==> src/rtl/sort_pkg.sv <==
// ----------------------------------------------------------------------------
// sort_pkg
// Shared definitions for the sort memory responder slice: default widths,
// response codes and the read/write FSM state encodings.
// ----------------------------------------------------------------------------
package sort_pkg;

   localparam int ADDR_WDTH_DFLT = 4;
   localparam int DATA_WDTH_DFLT = 32;
   localparam int RESP_WDTH_DFLT = 1;

   localparam int RESP_OKAY = 0;
   localparam int RESP_ERR  = 1;

   typedef enum logic {
      R_IDLE = 1'b0,
      R_DATA = 1'b1
   } r_state_e;

   typedef enum logic [1:0] {
      W_IDLE   = 2'd0,
      W_HAVE_A = 2'd1,
      W_HAVE_D = 2'd2,
      W_RESP   = 2'd3
   } w_state_e;

endpackage : sort_pkg

==> src/rtl/sort_mem_responder_if.sv <==
// ----------------------------------------------------------------------------
// sort_mem_responder_if
// Valid/ready memory bus: read address (ar), read data (r), write address
// (aw), write data (w) and write response (b) channels.
//   master : drives request channels, consumes r and b
//   slave  : the responder side
// ----------------------------------------------------------------------------
interface sort_mem_responder_if #(
   parameter int ADDR_WDTH = sort_pkg::ADDR_WDTH_DFLT,
   parameter int DATA_WDTH = sort_pkg::DATA_WDTH_DFLT,
   parameter int RESP_WDTH = sort_pkg::RESP_WDTH_DFLT
);

   logic                 ar_valid;
   logic                 ar_ready;
   logic [ADDR_WDTH-1:0] ar_addr;

   logic                 r_valid;
   logic                 r_ready;
   logic [DATA_WDTH-1:0] r_data;
   logic [RESP_WDTH-1:0] r_resp;

   logic                 aw_valid;
   logic                 aw_ready;
   logic [ADDR_WDTH-1:0] aw_addr;

   logic                 w_valid;
   logic                 w_ready;
   logic [DATA_WDTH-1:0] w_data;

   logic                 b_valid;
   logic                 b_ready;
   logic [RESP_WDTH-1:0] b_resp;

   modport master (
      output ar_valid, ar_addr, r_ready, aw_valid, aw_addr, w_valid, w_data, b_ready,
      input  ar_ready, r_valid, r_data, r_resp, aw_ready, w_ready, b_valid, b_resp
   );

   modport slave (
      input  ar_valid, ar_addr, r_ready, aw_valid, aw_addr, w_valid, w_data, b_ready,
      output ar_ready, r_valid, r_data, r_resp, aw_ready, w_ready, b_valid, b_resp
   );

endinterface : sort_mem_responder_if

==> src/rtl/sort_mem_array.sv <==
// ----------------------------------------------------------------------------
// sort_mem_array
// 2^ADDR_WDTH signed words, one registered read port, one write port,
// asynchronous clear of every word and of the read register.
//   clk, rst_n         : clock, async active-low clear
//   rd_en/rd_addr      : capture mem[rd_addr] into rd_data on the edge
//   rd_data            : registered read word, holds until next rd_en
//   wr_en/addr/data    : write port
// ----------------------------------------------------------------------------
module sort_mem_array #(
   parameter int ADDR_WDTH = 4,
   parameter int DATA_WDTH = 32
) (
   input  logic                        clk,
   input  logic                        rst_n,
   input  logic                        rd_en,
   input  logic        [ADDR_WDTH-1:0] rd_addr,
   output logic signed [DATA_WDTH-1:0] rd_data,
   input  logic                        wr_en,
   input  logic        [ADDR_WDTH-1:0] wr_addr,
   input  logic signed [DATA_WDTH-1:0] wr_data
);

   localparam int DEPTH = 1 << ADDR_WDTH;

   logic signed [DATA_WDTH-1:0] mem [DEPTH];

   // NOTE: the memory sits inside the reset branch on purpose -- every word
   // must read 0 after reset, so this storage is flops, not a RAM macro.
   // NOTE: non-blocking updates make a read on the same edge as a write to
   // that word see the old contents.
   always_ff @(posedge clk or negedge rst_n) begin
      if (!rst_n) begin
         for (int i = 0; i < DEPTH; i++) mem[i] <= '0;
         rd_data <= '0;
      end else begin
         if (wr_en) mem[wr_addr] <= wr_data;
         if (rd_en) rd_data <= mem[rd_addr];
      end
   end

endmodule : sort_mem_array

==> src/rtl/sort_mem_responder.sv <==
// ----------------------------------------------------------------------------
// sort_mem_responder
// Memory-backed responder with independent read and write FSMs.
//   clk, rst_n : clock (rising edge), async active-low reset
//   arr_size   : number of valid words (used only with range checking)
//   bus        : sort_mem_responder_if.slave (ar/r/aw/w/b channels)
// Build option: define SORT_MEM_RANGE_CHECK_EN to answer addresses
// >= arr_size with an error response (reads return 0, writes are dropped).
// ----------------------------------------------------------------------------
module sort_mem_responder
   import sort_pkg::*;
#(
   parameter int ADDR_WDTH = ADDR_WDTH_DFLT,
   parameter int DATA_WDTH = DATA_WDTH_DFLT,
   parameter int RESP_WDTH = RESP_WDTH_DFLT
) (
   input logic                 clk,
   input logic                 rst_n,
   input logic [ADDR_WDTH:0]   arr_size,
   sort_mem_responder_if.slave bus
);

   r_state_e r_state_q, r_state_d;
   w_state_e w_state_q, w_state_d;

   logic                 ar_fire;
   logic                 rd_oob, wr_oob;
   logic                 r_err_q, b_err_q;
   logic [DATA_WDTH-1:0] rd_data;

   logic                 aw_rdy, w_rdy, b_vld;
   logic                 wr_done;
   logic [ADDR_WDTH-1:0] wr_addr, aw_addr_q;
   logic [DATA_WDTH-1:0] wr_data, w_data_q;

`ifdef SORT_MEM_RANGE_CHECK_EN
   assign rd_oob = ({1'b0, bus.ar_addr} >= arr_size);
   assign wr_oob = ({1'b0, wr_addr}     >= arr_size);
`else
   logic unused_arr_size;
   assign unused_arr_size = ^arr_size;
   assign rd_oob = 1'b0;
   assign wr_oob = 1'b0;
`endif

   // ---------------- read channel ----------------
   assign ar_fire = (r_state_q == R_IDLE) && bus.ar_valid;

   always_ff @(posedge clk or negedge rst_n) begin
      if (!rst_n) begin
         r_state_q <= R_IDLE;
         r_err_q   <= 1'b0;
      end else begin
         r_state_q <= r_state_d;
         if (ar_fire) r_err_q <= rd_oob;
      end
   end

   // Leaving R_DATA always goes to R_IDLE, so a read cannot be taken on the
   // same edge as the r transfer.
   always_comb begin
      r_state_d = r_state_q;
      unique case (r_state_q)
         R_IDLE:  if (bus.ar_valid) r_state_d = R_DATA;
         R_DATA:  if (bus.r_ready)  r_state_d = R_IDLE;
         default: r_state_d = R_IDLE;
      endcase
   end

   assign bus.ar_ready = (r_state_q == R_IDLE);
   assign bus.r_valid  = (r_state_q == R_DATA);
   assign bus.r_data   = r_err_q ? '0 : rd_data;
   assign bus.r_resp   = r_err_q ? RESP_WDTH'(RESP_ERR) : RESP_WDTH'(RESP_OKAY);

   // ---------------- write channel ----------------
   always_ff @(posedge clk or negedge rst_n) begin
      if (!rst_n) begin
         w_state_q <= W_IDLE;
         aw_addr_q <= '0;
         w_data_q  <= '0;
         b_err_q   <= 1'b0;
      end else begin
         w_state_q <= w_state_d;
         if (aw_rdy && bus.aw_valid) aw_addr_q <= bus.aw_addr;
         if (w_rdy  && bus.w_valid)  w_data_q  <= bus.w_data;
         if (wr_done)                b_err_q   <= wr_oob;
      end
   end

   // The pair completes on whichever edge delivers the second half; the
   // write takes the held half from its register and the other from the bus.
   always_comb begin
      // NOTE: every output gets a default first so no path leaves it unset,
      // which would otherwise infer a latch.
      w_state_d = w_state_q;
      aw_rdy    = 1'b0;
      w_rdy     = 1'b0;
      b_vld     = 1'b0;
      wr_done   = 1'b0;
      wr_addr   = bus.aw_addr;
      wr_data   = bus.w_data;
      unique case (w_state_q)
         W_IDLE: begin
            aw_rdy = 1'b1;
            w_rdy  = 1'b1;
            if (bus.aw_valid && bus.w_valid) begin
               wr_done   = 1'b1;
               w_state_d = W_RESP;
            end else if (bus.aw_valid) begin
               w_state_d = W_HAVE_A;
            end else if (bus.w_valid) begin
               w_state_d = W_HAVE_D;
            end
         end
         W_HAVE_A: begin
            w_rdy   = 1'b1;
            wr_addr = aw_addr_q;
            if (bus.w_valid) begin
               wr_done   = 1'b1;
               w_state_d = W_RESP;
            end
         end
         W_HAVE_D: begin
            aw_rdy  = 1'b1;
            wr_data = w_data_q;
            if (bus.aw_valid) begin
               wr_done   = 1'b1;
               w_state_d = W_RESP;
            end
         end
         W_RESP: begin
            b_vld = 1'b1;
            if (bus.b_ready) w_state_d = W_IDLE;
         end
         default: w_state_d = W_IDLE;
      endcase
   end

   assign bus.aw_ready = aw_rdy;
   assign bus.w_ready  = w_rdy;
   assign bus.b_valid  = b_vld;
   assign bus.b_resp   = b_err_q ? RESP_WDTH'(RESP_ERR) : RESP_WDTH'(RESP_OKAY);

   // ---------------- storage ----------------
   sort_mem_array #(
      .ADDR_WDTH (ADDR_WDTH),
      .DATA_WDTH (DATA_WDTH)
   ) u_mem (
      .clk     (clk),
      .rst_n   (rst_n),
      .rd_en   (ar_fire),
      .rd_addr (bus.ar_addr),
      .rd_data (rd_data),
      .wr_en   (wr_done && !wr_oob),
      .wr_addr (wr_addr),
      .wr_data (wr_data)
   );

endmodule : sort_mem_responder

==> src/flat_wrapper.sv <==
// flat-port wrapper written by rule: the top's interface ports become plain ports
module sort_mem_responder_flat import sort_pkg::*;
#(
   parameter int ADDR_WDTH = ADDR_WDTH_DFLT,
   parameter int DATA_WDTH = DATA_WDTH_DFLT,
   parameter int RESP_WDTH = RESP_WDTH_DFLT
)
  (clk, rst_n, arr_size, bus_ar_valid, bus_ar_addr, bus_r_ready, bus_aw_valid, bus_aw_addr, bus_w_valid, bus_w_data, bus_b_ready, bus_ar_ready, bus_r_valid, bus_r_data, bus_r_resp, bus_aw_ready, bus_w_ready, bus_b_valid, bus_b_resp);
  sort_mem_responder_if #(.ADDR_WDTH(ADDR_WDTH), .DATA_WDTH(DATA_WDTH), .RESP_WDTH(RESP_WDTH)) bus_i ();
  input logic clk;
  input logic rst_n;
  input logic [ADDR_WDTH:0] arr_size;
  input wire logic [$bits(bus_i.ar_valid)-1:0] bus_ar_valid;
  input wire logic [$bits(bus_i.ar_addr)-1:0] bus_ar_addr;
  input wire logic [$bits(bus_i.r_ready)-1:0] bus_r_ready;
  input wire logic [$bits(bus_i.aw_valid)-1:0] bus_aw_valid;
  input wire logic [$bits(bus_i.aw_addr)-1:0] bus_aw_addr;
  input wire logic [$bits(bus_i.w_valid)-1:0] bus_w_valid;
  input wire logic [$bits(bus_i.w_data)-1:0] bus_w_data;
  input wire logic [$bits(bus_i.b_ready)-1:0] bus_b_ready;
  output wire logic [$bits(bus_i.ar_ready)-1:0] bus_ar_ready;
  output wire logic [$bits(bus_i.r_valid)-1:0] bus_r_valid;
  output wire logic [$bits(bus_i.r_data)-1:0] bus_r_data;
  output wire logic [$bits(bus_i.r_resp)-1:0] bus_r_resp;
  output wire logic [$bits(bus_i.aw_ready)-1:0] bus_aw_ready;
  output wire logic [$bits(bus_i.w_ready)-1:0] bus_w_ready;
  output wire logic [$bits(bus_i.b_valid)-1:0] bus_b_valid;
  output wire logic [$bits(bus_i.b_resp)-1:0] bus_b_resp;
  assign bus_i.ar_valid = bus_ar_valid;
  assign bus_i.ar_addr = bus_ar_addr;
  assign bus_i.r_ready = bus_r_ready;
  assign bus_i.aw_valid = bus_aw_valid;
  assign bus_i.aw_addr = bus_aw_addr;
  assign bus_i.w_valid = bus_w_valid;
  assign bus_i.w_data = bus_w_data;
  assign bus_i.b_ready = bus_b_ready;
  assign bus_ar_ready = bus_i.ar_ready;
  assign bus_r_valid = bus_i.r_valid;
  assign bus_r_data = bus_i.r_data;
  assign bus_r_resp = bus_i.r_resp;
  assign bus_aw_ready = bus_i.aw_ready;
  assign bus_w_ready = bus_i.w_ready;
  assign bus_b_valid = bus_i.b_valid;
  assign bus_b_resp = bus_i.b_resp;
  sort_mem_responder #(.ADDR_WDTH(ADDR_WDTH), .DATA_WDTH(DATA_WDTH), .RESP_WDTH(RESP_WDTH)) u_core (.clk(clk), .rst_n(rst_n), .arr_size(arr_size), .bus(bus_i));
endmodule
==> config.mk <==
export PLATFORM = sky130hd
export DESIGN_NAME = sort_mem_responder_flat
export DESIGN_NICKNAME = d
export VERILOG_FILES = /design/src/rtl/sort_pkg.sv /design/src/rtl/sort_mem_responder_if.sv /design/src/rtl/sort_mem_array.sv /design/src/rtl/sort_mem_responder.sv /design/src/flat_wrapper.sv
export SDC_FILE = /design/constraint.sdc
export NUM_CORES = 1
export LEC_CHECK = 0
export CORE_AREA = 2 2 227 229
export CTS_CLUSTER_SIZE = 30
export DETAILED_ROUTE_END_ITERATION = 8
export DIE_AREA = 0 0 229 231
export GPL_TIMING_DRIVEN = 0
export MAX_ROUTING_LAYER = met4
export PLACE_DENSITY = 0.74
export REMOVE_ABC_BUFFERS = 1
export SLEW_MARGIN = 25
export SYNTH_ARGS = -nofsm -noshare
export SYNTH_HDL_FRONTEND = slang
export SYNTH_SLANG_ARGS = --single-unit
==> constraint.sdc <==
create_clock -name clk -period 3.1 [get_ports clk]
set_clock_uncertainty 0.1 [all_clocks]
set_input_delay 0.93 -clock clk [delete_from_list [all_inputs] [get_ports clk]]
set_output_delay 0.93 -clock clk [all_outputs]
set_load 0.1 [all_outputs]
After elaboration in Yosys (flattened, before gate mapping) --
Cells that the tools add are included.
Word-level totals: bits in registers 583, bits in latches 0, RAM bits 0, memory bits (read-only) 0, input bits 52, output and inout bits 39, word-level logic and storage cells 68, memories 0
Cells by class: $add $sub $neg 0, multiply operators 0, div/mod/pow operators 0, $lt $le $gt $ge 3, equality and inequality tests 7, shift-type cells 0, multiplexer cells 25, bitwise gates (word level) 3, reductions and logical operators 9
Operator list (number):
- 512-bit bitwise mux | 1
- 32-bit binary-select mux with 4-bit select | 1
- 32-bit demux with 4-bit select | 1
- 32-bit 2-to-1 mux | 4
- 2-bit 2-to-1 mux | 6
- 5-bit greater-or-equal comparator, second input constant | 2
- 4-bit NOT with 5-bit output | 2
- 1-bit 2-to-1 mux | 8
- 2-bit one-hot mux with 4 select lines | 1
- 2-bit inequality test, second input constant | 3
- 1-bit logical AND | 5
- 5-bit by 1-bit < comparator with 1-bit output, second input constant | 1
- 2-bit == test, second input constant | 2
- 4-bit 2-to-1 mux | 1
- 4-bit by 3-bit inequality test with 1-bit output, second input constant | 1
- 4-bit AND reduction | 1
- 2-bit OR reduction | 2
- 1-bit one-hot mux with 3 select lines | 1
- 2-bit by 1-bit == test with 1-bit output, second input constant | 1
- 2-bit logical NOT | 1
- 1-bit one-hot mux with 2 select lines | 1
- 1-bit NOT | 1

Longest topological paths before layout --
Gate-level depths: netlist of the first run.
depth after elaboration 8, mapped depth 9, depth with buffers taken out 6

Hierarchy --
Synthesis of the first run repeated with hierarchy kept, for this count alone.
Second synthesis, totals: cells, all modules 1623, area, all modules 26141.3 sq um
By module, submodules not included:
- sort_mem_array | instances 1, cells each 1474, area each 23940.5 sq um, sequential area each 13613.1 sq um
- sort_mem_responder | instances 1, cells each 149, area each 2200.9 sq um, sequential area each 975.9 sq um

Least setup slack after synthesis of the first run --
No wires, ideal clock.
path kind register -> output, start reg u_core.w_state_q[0], end out bus_aw_ready, data arrival time 1.608 ns, data required time 2.070 ns, path slack 0.462 ns, stages on the path, launching flop included 6, buffers on the path 2, path through dfrtp_1 > inv_1 > ha_1 > buf_2 > clkbuf_1 > or2_2
On the way: word-level cells in the longest chain between the ends 3, elaborated cells on any way between the ends 4, those cells by class eq/ne: 1; mux: 1; reduce/logical: 2
Ends and longest elaborated chain:
- from (decl) | line sort_mem_responder.sv:24 | w_state_e w_state_q, w_state_d;
- from (signal assigned) | line sort_mem_responder.sv:83 | w_state_q <= w_state_d;
- 2-bit == test / 2-bit logical NOT (equally long branches) | line sort_mem_responder.sv:102 | unique case (w_state_q)
- 2-bit OR reduction (no line) (*)
- 1-bit 2-to-1 mux (*) | line sort_mem_responder.sv:102
- to (decl) | line flat_wrapper.sv:25 | output wire logic [$bits(bus_i.aw_ready)-1:0] bus_aw_ready;
Mark *: on every way between the ends. The rest lies on a longest branch, timed or not.

Worst setup path after layout of the first run --
start reg u_core.w_state_q[1], end reg u_core.u_mem.mem[491] (netlist bit)
On the way: word-level cells in the longest chain between the ends 8, elaborated cells on any way between the ends 13, those cells by class order compare: 2; eq/ne: 2; mux: 6; bitwise: 1; reduce/logical: 2
Ends and longest elaborated chain:
- 2-bit by 1-bit == test with 1-bit output | line sort_mem_responder.sv:102
- 4-bit 2-to-1 mux | line sort_mem_responder.sv:102
- 4-bit NOT with 5-bit output (not written as such) | line sort_mem_array.sv:37 | if (wr_en) mem[wr_addr] <= wr_data;
- 5-bit greater-or-equal comparator (not written as such) / 5-bit by 1-bit < comparator with 1-bit output (equally long branches) | line sort_mem_array.sv:37
- 1-bit logical AND (not written as such) | line sort_mem_array.sv:37
- 32-bit 2-to-1 mux (not written as such) | line sort_mem_array.sv:37
- 32-bit demux with 4-bit select | line sort_mem_array.sv:37
- 512-bit bitwise mux | line sort_mem_array.sv:37
- to (signal, indexed assignment) | line sort_mem_array.sv:37
- to (decl) | line sort_mem_array.sv:26 | logic signed [DATA_WDTH-1:0] mem [DEPTH];
Parallel ways exist; a longest one is shown, timed or not. A chain may end at the register's enable or synchronous reset.

==> results of run 1 <==
-- state kept, by name, summed over array words and instances, names as in the netlist --
| register | count |
|---|---|
| u_core.u_mem.mem | 512 |
| u_core.u_mem.rd_data | 32 |
| u_core.w_data_q | 32 |
| u_core.aw_addr_q | 4 |
| u_core.w_state_q | 2 |
| u_core.bus.r_valid | 1 |
-- power breakdown --
group	internal (mW)	switching [mW]	total [mW]
Clock	4.64	3.03	7.67
Combinational	4.76	5.16	9.92
Sequential	10.7	1.72	12.4
-- metal layers --
layer | vias to the layer above | part of all wire | GRT usage
li1 | 7263 | - | -
met1 | 8744 | 0.44 | 0.344
met2 | 302 | 0.50 | 0.435
met3 | 106 | 0.036 | 0.0322
met4 | 0 | 0.021 | 0.0672
met5 | - | 0 | -
-- per-stage QoR --
step | TNS [ns] | area [µm²]
after floorplan | -489.97 | 26700
after global placement | - | 28300
after detailed placement | -299.53 | 29800
after CTS | -0.0102 | 32100
after global routing | -0.121 | 32100
final | 0 | 32100
-- cell families after synthesis --
group / count (synthesis) / synth area share
AND/OR/NAND/NOR: 222 / 0.0456
buffers and inverters: 170 / 0.0353
AO/OA/AOI/OAI: 125 / 0.0340
adder cells (fa/ha/maj): 5 / 0.00227
other: 1 / 0.000136
multiplexers: 836 / 0.354
flip-flops: 583 / 0.529
-- timing repair --
| item | in CTS | in global routing |
|---|---|---|
| buffers inserted | 20 | 4 |
| pin swaps | 9 | 3 |
| setup endpoints to repair | 389 | 50 |
| gates resized for setup | 55 | 6 |
-- worst paths after layout --
| check | startpoint | endpoint | slack [ns] | cells past startpoint |
|---|---|---|---|---|
| min in group clk | u_core.u_mem.rd_data[28] | u_core.u_mem.rd_data[28] | 0.38 | 2 |
| setup reg to reg | u_core.w_state_q[1] | u_core.u_mem.mem[491] | 0.02 | 9 |
| setup / recovery | u_core.w_state_q[1] | u_core.u_mem.mem[491] | 0.02 | 9 |
| max in group asynchronous | rst_n | u_core.w_data_q[10] | 1.40 | 3 |
| hold / removal | rst_n | u_core.aw_addr_q[0] | 0.16 | 1 |
| hold reg to reg | u_core.u_mem.rd_data[28] | u_core.u_mem.rd_data[28] | 0.38 | 2 |
-- cell type report --
class / instances / area, µm² / share of cell area
Inverter: 10 / 37.5 / 0.00117
Multi-Input combinational cell: 1190 / 12200 / 0.378
Tap cell: 680 / 851 / 0.0265
Timing Repair Buffer: 215 / 2380 / 0.0741
Clock inverter: 27 / 370 / 0.0115
Clock buffer: 81 / 1730 / 0.0539
Sequential cell: 583 / 14600 / 0.454
-- critical path, cell delays in order, from the launching register on --
cell and delay (ns):
dfrtp_2 0.45, inv_1 0.17, ha_4 0.30, nor3_1 0.10, a21oi_1 0.77, nor4_4 0.14
buf_6 0.21, buf_4 0.19, buf_4 0.20, mux2_4 0.31
-- cells in the final DEF (no fill, tap or decap), types with 3 or more instances in the layout --
cell type	n
a21oi_1	14
a22oi_1	97
buf_12	9
buf_16	18
buf_4	75
buf_6	31
buf_8	3
bufinv_16	9
clkbuf_1	7
clkbuf_16	61
clkbuf_8	13
clkdlybuf4s50_1	43
clkinv_2	15
dfrtp_1	581
dlygate4sd2_1	33
inv_1	10
mux2_1	36
mux2_2	363
mux2_4	180
mux2i_1	257
nand2_1	91
nand3_1	75
nand4_1	21
nor2_1	4
nor4_4	16
o21ai_0	4
==> impl_metrics.py, run 1 <==
metrics = {
    "outcome": {
        "outcome": "finished clean",
    },
    "route": {
        "wl_per_cell_um": 24.0,
        "wl_mm": 66.8,
        "vias": 16400,
        "dr.pass1.iters": 5,
        "detail_route.iter0.violations": 1182,
        "drc": 0,
        "viasPerCell": 5.89,
        "ant_nets": 0,
    },
    "yosys": {
        "synth_top_area_frac": 0.529,
        "synth-async-reset-ratio": 1.00,
        "synth_top_flop_cell": "dfrtp_1",
        "ys_ff_latch": 583,
        "ys_seq_area_frac": 0.529,
        "yosysMostFrequentCell": "dfrtp_1",
        "synth_common_cells": "583 x dfrtp_1, 363 x mux2_2, 257 x mux2i_1",
        "yosysTopAreaCell": "dfrtp_1",
        "synth_area_um2": 27600,
        "ys_warn_count": 0,
        "syn_avg_cell_area_um2": 14.2,
        "synth_cells": 1942,
        "synth.area.top_cells": "dfrtp_1 53%, mux2_2 15%, mux2_4 9.8%",
        "synth_edf_count": 0,
        "ys_types": 37,
    },
    "place": {
        "dpl.cell_count": 2654,
        "place_ws_ns": -0.923,
        "dp_hpwl_mm": 42.8,
        "gp_congestion": 0.736,
        "io_buffers": 83,
    },
    "worst_setup_path": {
        "worst_setup_path_end_kind": "flop",
        "critPathMaxFanout": 19,
        "critPathRequiredTime_ns": 3.49,
        "worstPathArrival_ns": 3.47,
        "cp-start-kind": "flop",
        "criticalPathCategory": "reg -> reg",
    },
    "global_routing": {
        "grt_pass1_vias": 17400,
        "grt_max_degree": 98,
        "grt_usage": 0.262,
        "grt_pass1_wl_mm": 104,
        "antenna_found_initial": 0,
        "overflow": 0,
    },
    "cells_and_area": {
        "nets": 2116,
        "drive_gt1_frac": 0.389,
        "nFillCells": 3745,
        "n_antenna_cell": 0,
        "instances_no_fill": 2786,
        "fin_util": 0.634,
        "area_growth_pct": 16.4,
    },
    "sta": {
        "hold_violations": 0,
        "slew_viol_final": 0,
        "finalCritPeriodShare": 0.994,
        "holdWs_ns": 0.160,
        "max_slew.worst_pin.slew_ns": 1.00,
        "slew_headroom": 0.334,
        "max_freq_mhz": 324,
        "final.setup.worst_slack_ns": 0.0182,
        "fin_crit_ns": 3.08,
        "finalSetupViolCount": 0,
    },
    "worst_hold_path": {
        "hold_class": "in -> async",
    },
    "die": {
        "core_region_area_um2": 50700,
        "die_y_um": 231,
        "rows": 83,
        "dieArea_um2": 52900,
        "initial_utilization": 0.544,
        "die_w_um": 229,
        "boundaryPins": 91,
    },
    "pwr": {
        "powerDensity_nw_per_um2": 935,
        "power_leakage_nw": 15.2,
        "fin_total_pwr_mw": 30.0,
        "ir_drop_mv": 0.486,
    },
    "cts": {
        "cts_tree": "yes",
        "clkSinkCount": 583,
        "cts-buffers-inserted": 59,
        "insertion_delay_ns": 0.61,
        "clkTransAtPathRegs_ns": 0.06,
        "cts-root-buf": "clkbuf_16",
        "cts_hold_buffers": 0,
        "clk_path_buf_depth": 3,
        "htree_levels": 2,
    },
    "flow_run": {
        "cap_violations": 0,
    },
}
(Power assumes the default switching activity.)
==> run 2, diff against run 1 <==
Settings changed: CORE_AREA 2 2 227 229 to 2 2 214 216, DIE_AREA 0 0 229 231 to 0 0 216 218, PLACE_DENSITY 0.74 to 0.82.
==> impl_metrics.py, run 2 (synthesis gave the netlist of run 1 again) <==
metrics = {
    "outcome": {
        "outcome": "finished clean",
    },
    "worst_setup_path": {
        "crit_chain": "inv_1 -> ha_4 -> buf_12 -> a21o_1 -> a22oi_4 -> buf_12 -> nor4_4 -> buf_4 -> buf_4 -> mux2_2",
        "critPathRequiredTime_ns": 3.48,
        "worstPathArrival_ns": 3.43,
        "worstSetupStartpoint": "u_core.w_state_q[0]",
        "reg2reg_to": "u_core.u_mem.mem[255]",
        "rr_worst_depth": 10,
        "crit_slowest_cell": "nor4_4",
        "criticalPathCategory": "reg -> reg",
        "critPathMaxFanout": 22,
        "worstReg2RegStart": "u_core.w_state_q[0]",
        "worst_setup_path_end_kind": "flop",
        "cp-start-kind": "flop",
        "cpPeakStageDelay_ns": 0.50,
        "reg2reg_slack_ns": 0.05,
    },
    "sta": {
        "finalCritPeriodShare": 0.983,
        "slew_viol_final": 0,
        "max_freq_mhz": 328,
        "fin_crit_ns": 3.05,
        "max_slew.worst_pin.slew_ns": 1.04,
        "finalSetupViolCount": 0,
        "final.setup.worst_slack_ns": 0.0514,
        "slew_headroom": 0.307,
        "hold_violations": 0,
    },
    "die": {
        "initial_utilization": 0.615,
        "boundaryPins": 91,
        "core_region_area_um2": 44900,
        "dieArea_um2": 47100,
        "die_y_um": 218,
        "die_w_um": 216,
        "rows": 78,
    },
    "route": {
        "wl_mm": 66.2,
        "dr.pass1.iters": 5,
        "drc": 0,
        "wl_per_cell_um": 24.6,
        "ant_nets": 0,
        "detail_route.iter0.violations": 1522,
        "vias": 16700,
        "viasPerCell": 6.19,
    },
    "cts": {
        "insertion_delay_ns": 0.61,
        "clkTransAtPathRegs_ns": 0.06,
        "clk_path_buf_depth": 3,
        "htree_levels": 2,
        "clkSinkCount": 583,
        "cts_hold_buffers": 0,
        "cts-buffers-inserted": 58,
        "cts-root-buf": "clkbuf_16",
        "cts_tree": "yes",
    },
    "cells_and_area": {
        "area_growth_pct": 14.9,
        "layout_common_cells": "581 x dfrtp_1, 363 x mux2_2, 257 x mux2i_1, 180 x mux2_4, 97 x a22oi_1",
        "multi_input_area_um2": 12100,
        "nets": 2108,
        "regMostFlops": "u_core.u_mem.mem",
        "nFillCells": 2854,
        "n_antenna_cell": 0,
        "mostFrequentLayoutCell": "dfrtp_1",
        "largest_reg_flops": 512,
        "fin_area_um2": 31700,
        "top_regs": "u_core.u_mem.mem: 512 flops, u_core.u_mem.rd_data: 32 flops, u_core.w_data_q: 32 flops",
        "register_area_um2": 14600,
        "drive_gt1_frac": 0.383,
    },
    "place": {
        "place_ws_ns": -0.872,
        "place_area_um2": 29600,
        "io_buffers": 83,
        "dp_hpwl_mm": 42.1,
        "gp_congestion": 0.761,
    },
    "global_routing": {
        "grt_pass1_wl_mm": 103,
        "overflow": 0,
        "grt_max_degree": 102,
        "grt_usage": 0.292,
        "grt_pass1_vias": 17700,
        "antenna_found_initial": 0,
    },
    "pwr": {
        "ir_drop_mv": 0.618,
        "power_leakage_nw": 15.0,
        "powerDensity_nw_per_um2": 930,
        "fin_total_pwr_mw": 29.5,
    },
    "worst_hold_path": {
        "hold_class": "in -> async",
    },
    "flow_run": {
        "cap_violations": 0,
    },
}
run 2: changes by cell type in the layout (fill, tap and decap cells not counted), sizes merged:
cell | previous run | this run
buf | 136 | 129
bufinv | 9 | 5
clkbuf | 82 | 79
clkinvlp | 1 | 4
dlygate4sd2 | 33 | 34
inv | 12 | 11
run 2: report_power, final:
part           switching [mW]  internal, mW  leakage [nW]  total, mW
logic                    5.19          4.72          6.56       9.91
registers                1.78          10.7          7.56       12.5
clock network            2.97          4.09         0.934       7.06
run 2: layer usage:
| metal | track usage | share of wire |
|---|---|---|
| met4 | 0.0982 | 0.030 |
| met5 | - | 0 |
| met2 | 0.471 | 0.48 |
| met1 | 0.380 | 0.43 |
| met3 | 0.0487 | 0.057 |
run 2: final cells by class:
class	count	share of cell area
Multi-Input combinational cell	1190	0.383
Timing Repair Buffer	208	0.0717
Clock buffer	79	0.0515
Clock inverter	25	0.00856
Tap cell	600	0.0237
Inverter	10	0.00118
Sequential cell	583	0.460
run 2: repair_timing:
action | CTS | global route
endpoints found under the setup margin | 427 | 83
hold endpoints to repair | 0 | 0
setup buffers | 19 | 2
pin swaps | 8 | 1
gates resized for setup | 50 | 8
run 2: how the worst max path moves through the flow:
| stage | end | cells past startpoint |
|---|---|---|
| after floorplan | u_core.u_mem.mem[128] | 6 |
| after global routing | u_core.u_mem.mem[255] | 10 |
| after CTS | bus_w_ready | 4 |
| final | u_core.u_mem.mem[255] | 10 |
| after detailed placement | u_core.u_mem.mem[362] | 8 |
| after global placement | u_core.w_data_q[21] | 1 |
run 2: critical path, delay by kind of cell, from the launching register on:
kind / cells / cell delay (ns)
AO/OA/AOI/OAI: 2 / 0.25
adder cells (fa/ha/maj): 1 / 0.17
buffers and inverters: 5 / 1.09
flip-flops: 1 / 0.45
multiplexers: 1 / 0.35
AND/OR/NAND/NOR: 1 / 0.50
run 2: per-stage QoR:
stage / hold slack [ns] / utilization / setup TNS [ns] / instances
finish: 0.190 / 0.706 / 0 / 2695
detailed placement: 0.368 / 0.660 / -297.13 / 2570
global route: 0.237 / 0.706 / -0.00449 / 2695
floorplan: 0.357 / - / -489.97 / 1783
CTS: 0.224 / 0.705 / -0.0931 / 2693
global placement: 0.364 / 0.629 / - / 2466
==> run 3, diff against run 2 <==
Settings changed: CORE_AREA 2 2 214 216 to 2 2 210 212, DIE_AREA 0 0 216 218 to 0 0 212 214, DONT_BUFFER_PORTS from default to 1.
Clock period 3.1 ns to 3.9 ns, I/O delays scaled along.
==> impl_metrics.py, run 3 (synthesis gave the netlist of run 1 again) <==
metrics = {
    "cells_and_area": {
        "regMostFlops": "u_core.u_mem.mem",
        "mostFrequentLayoutCell": "dfrtp_1",
        "nFillCells": 2698,
        "drive_gt1_frac": 0.383,
        "top_regs": "u_core.u_mem.mem: 512 flops, u_core.u_mem.rd_data: 32 flops, u_core.w_data_q: 32 flops",
        "layout_common_cells": "583 x dfrtp_1, 363 x mux2_2, 257 x mux2i_1, 180 x mux2_4, 97 x a22oi_1",
        "nets": 1994,
        "register_area_um2": 14600,
        "largest_reg_flops": 512,
        "multi_input_area_um2": 12100,
        "area_growth_pct": 10.6,
    },
    "die": {
        "initial_utilization": 0.643,
        "die_y_um": 214,
        "boundaryPins": 91,
        "rows": 76,
        "die_w_um": 212,
        "dieArea_um2": 45400,
        "core_region_area_um2": 42900,
    },
    "pwr": {
        "power_leakage_nw": 14.4,
        "ir_drop_mv": 0.553,
        "powerDensity_nw_per_um2": 754,
        "fin_total_pwr_mw": 23.0,
    },
    "global_routing": {
        "grt_max_degree": 584,
        "grt_usage": 0.304,
        "grt_pass1_vias": 17400,
        "overflow": 0,
        "grt_pass1_wl_mm": 103,
        "antenna_found_initial": 0,
    },
    "worst_setup_path": {
        "worstReg2RegStart": "u_core.w_state_q[0]",
        "critPathMaxFanout": 35,
        "worstPathArrival_ns": 4.09,
        "criticalPathCategory": "reg -> reg",
        "rr_worst_depth": 10,
        "worstSetupStartpoint": "u_core.w_state_q[0]",
        "endpoint": "u_core.u_mem.mem[95]",
        "reg2reg_slack_ns": 0.20,
        "worst_setup_path_end_kind": "flop",
        "cp-start-kind": "flop",
        "reg2reg_to": "u_core.u_mem.mem[95]",
        "critPathRequiredTime_ns": 4.29,
    },
    "cts": {
        "clk_path_buf_depth": 3,
        "clkTransAtPathRegs_ns": 0.06,
        "htree_levels": 2,
        "insertion_delay_ns": 0.62,
        "clkSinkCount": 583,
        "cts-root-buf": "clkbuf_16",
        "post_cts_buffers": 0,
        "cts_tree": "yes",
        "cts-buffers-inserted": 58,
    },
    "route": {
        "wl_mm": 65.7,
        "drc": 0,
        "ant_nets": 0,
        "vias": 16100,
        "detail_route.iter0.violations": 1248,
        "viasPerCell": 6.28,
        "dr.pass1.iters": 5,
        "wl_per_cell_um": 25.5,
    },
    "sta": {
        "holdWs_ns": 0.184,
        "rsz0062_at_grt": "no",
        "slew_headroom": -0.160,
        "finalCritPeriodShare": 0.949,
        "max_freq_mhz": 270,
        "slew_viol_final": 330,
        "fin_crit_ns": 3.70,
        "hold_violations": 0,
        "max_slew.worst_pin.slew_ns": 1.74,
        "finalSetupViolCount": 0,
    },
    "place": {
        "dp_hpwl_mm": 40.4,
        "gp_congestion": 0.769,
        "io_buffers": 0,
    },
    "flow_run": {
        "cap_violations": 0,
    },
    "worst_hold_path": {
        "hold_class": "in -> async",
    },
    "outcome": {
        "outcome": "finished, violations left",
        "violations": "max-slew violations",
    },
}
## run 3: changes by cell type in the layout (fill, tap and decap cells not counted), moves of 3 or more
cell,change
buf_16,-9
buf_4,-29
buf_6,+6
clkbuf_1,+6
clkbuf_8,+3
clkdlybuf4s50_1,-43
clkinvlp_4,-4
dlygate4sd2_1,-34
## run 3: metal layers
layer	track usage	wire length (µm)	up-vias	part of all wire
li1	-	-	6997	-
met1	0.396	28000	8600	0.43
met2	0.487	32500	389	0.49
met3	0.0519	3110	158	0.047
met4	0.102	2070	0	0.032
met5	-	0	-	0
## run 3: layout make-up
class	instances	area share
timing repair buffer	94	0.0351
antenna	1	0.0000820
clock inverter	18	0.00648
sequential	583	0.478
clock buffer	90	0.0572
inverter	10	0.00123
tap	585	0.0240
multi-input combinational	1190	0.398
## run 3: through the flow
step / util / cell area [µm²] / worst slack, ns / TNS [ns] / std cells
finish: 0.711 / 30500 / 0.198 / 0 / 2571
global route: 0.711 / 30500 / 0.0651 / 0 / 2570
CTS: 0.711 / 30500 / 0.158 / 0 / 2569
detailed placement: 0.665 / 28500 / 0.187 / 0 / 2461
global placement: 0.639 / 27400 / -4.05 / -1467.27 / 2368
floorplan: - / 26700 / -0.520 / -109.52 / 1783
## run 3: worst min path at each step
| stage | startpoint | to | slack (ns) |
|---|---|---|---|
| 2_1_floorplan | u_core.u_mem.mem[102] | u_core.u_mem.mem[102] | 0.36 |
| 3_3_place_gp | u_core.u_mem.mem[343] | u_core.u_mem.mem[343] | 0.37 |
| 3_5_place_dp | u_core.u_mem.mem[185] | u_core.u_mem.mem[185] | 0.38 |
| 4_1_cts | rst_n | u_core.u_mem.mem[409] | 0.15 |
| 5_1_grt | rst_n | u_core.u_mem.mem[500] | 0.16 |
| 6_report | rst_n | u_core.w_data_q[20] | 0.18 |
## run 3: worst max-delay path: stages, from the launching register on
cell	delay (ns)
dfrtp_1	0.44
inv_1	0.15
ha_4	0.58
a21o_1	0.19
a22oi_4	0.15
buf_16	0.23
nor4_4	0.55
buf_4	0.32
buf_4	0.25
buf_4	0.23
mux2_2	0.35
## run 3: where the power goes
group	internal, mW	switching (mW)
Sequential	8.50	2.32
Combinational	3.51	2.98
Clock	3.33	2.38
## run 3: repair_timing
| item | 4_1_cts | 5_1_grt |
|---|---|---|
| endpoints found under the setup margin | 0 | 1 |
| resized for setup | 0 | 1 |
| hold buffers | 0 | 0 |
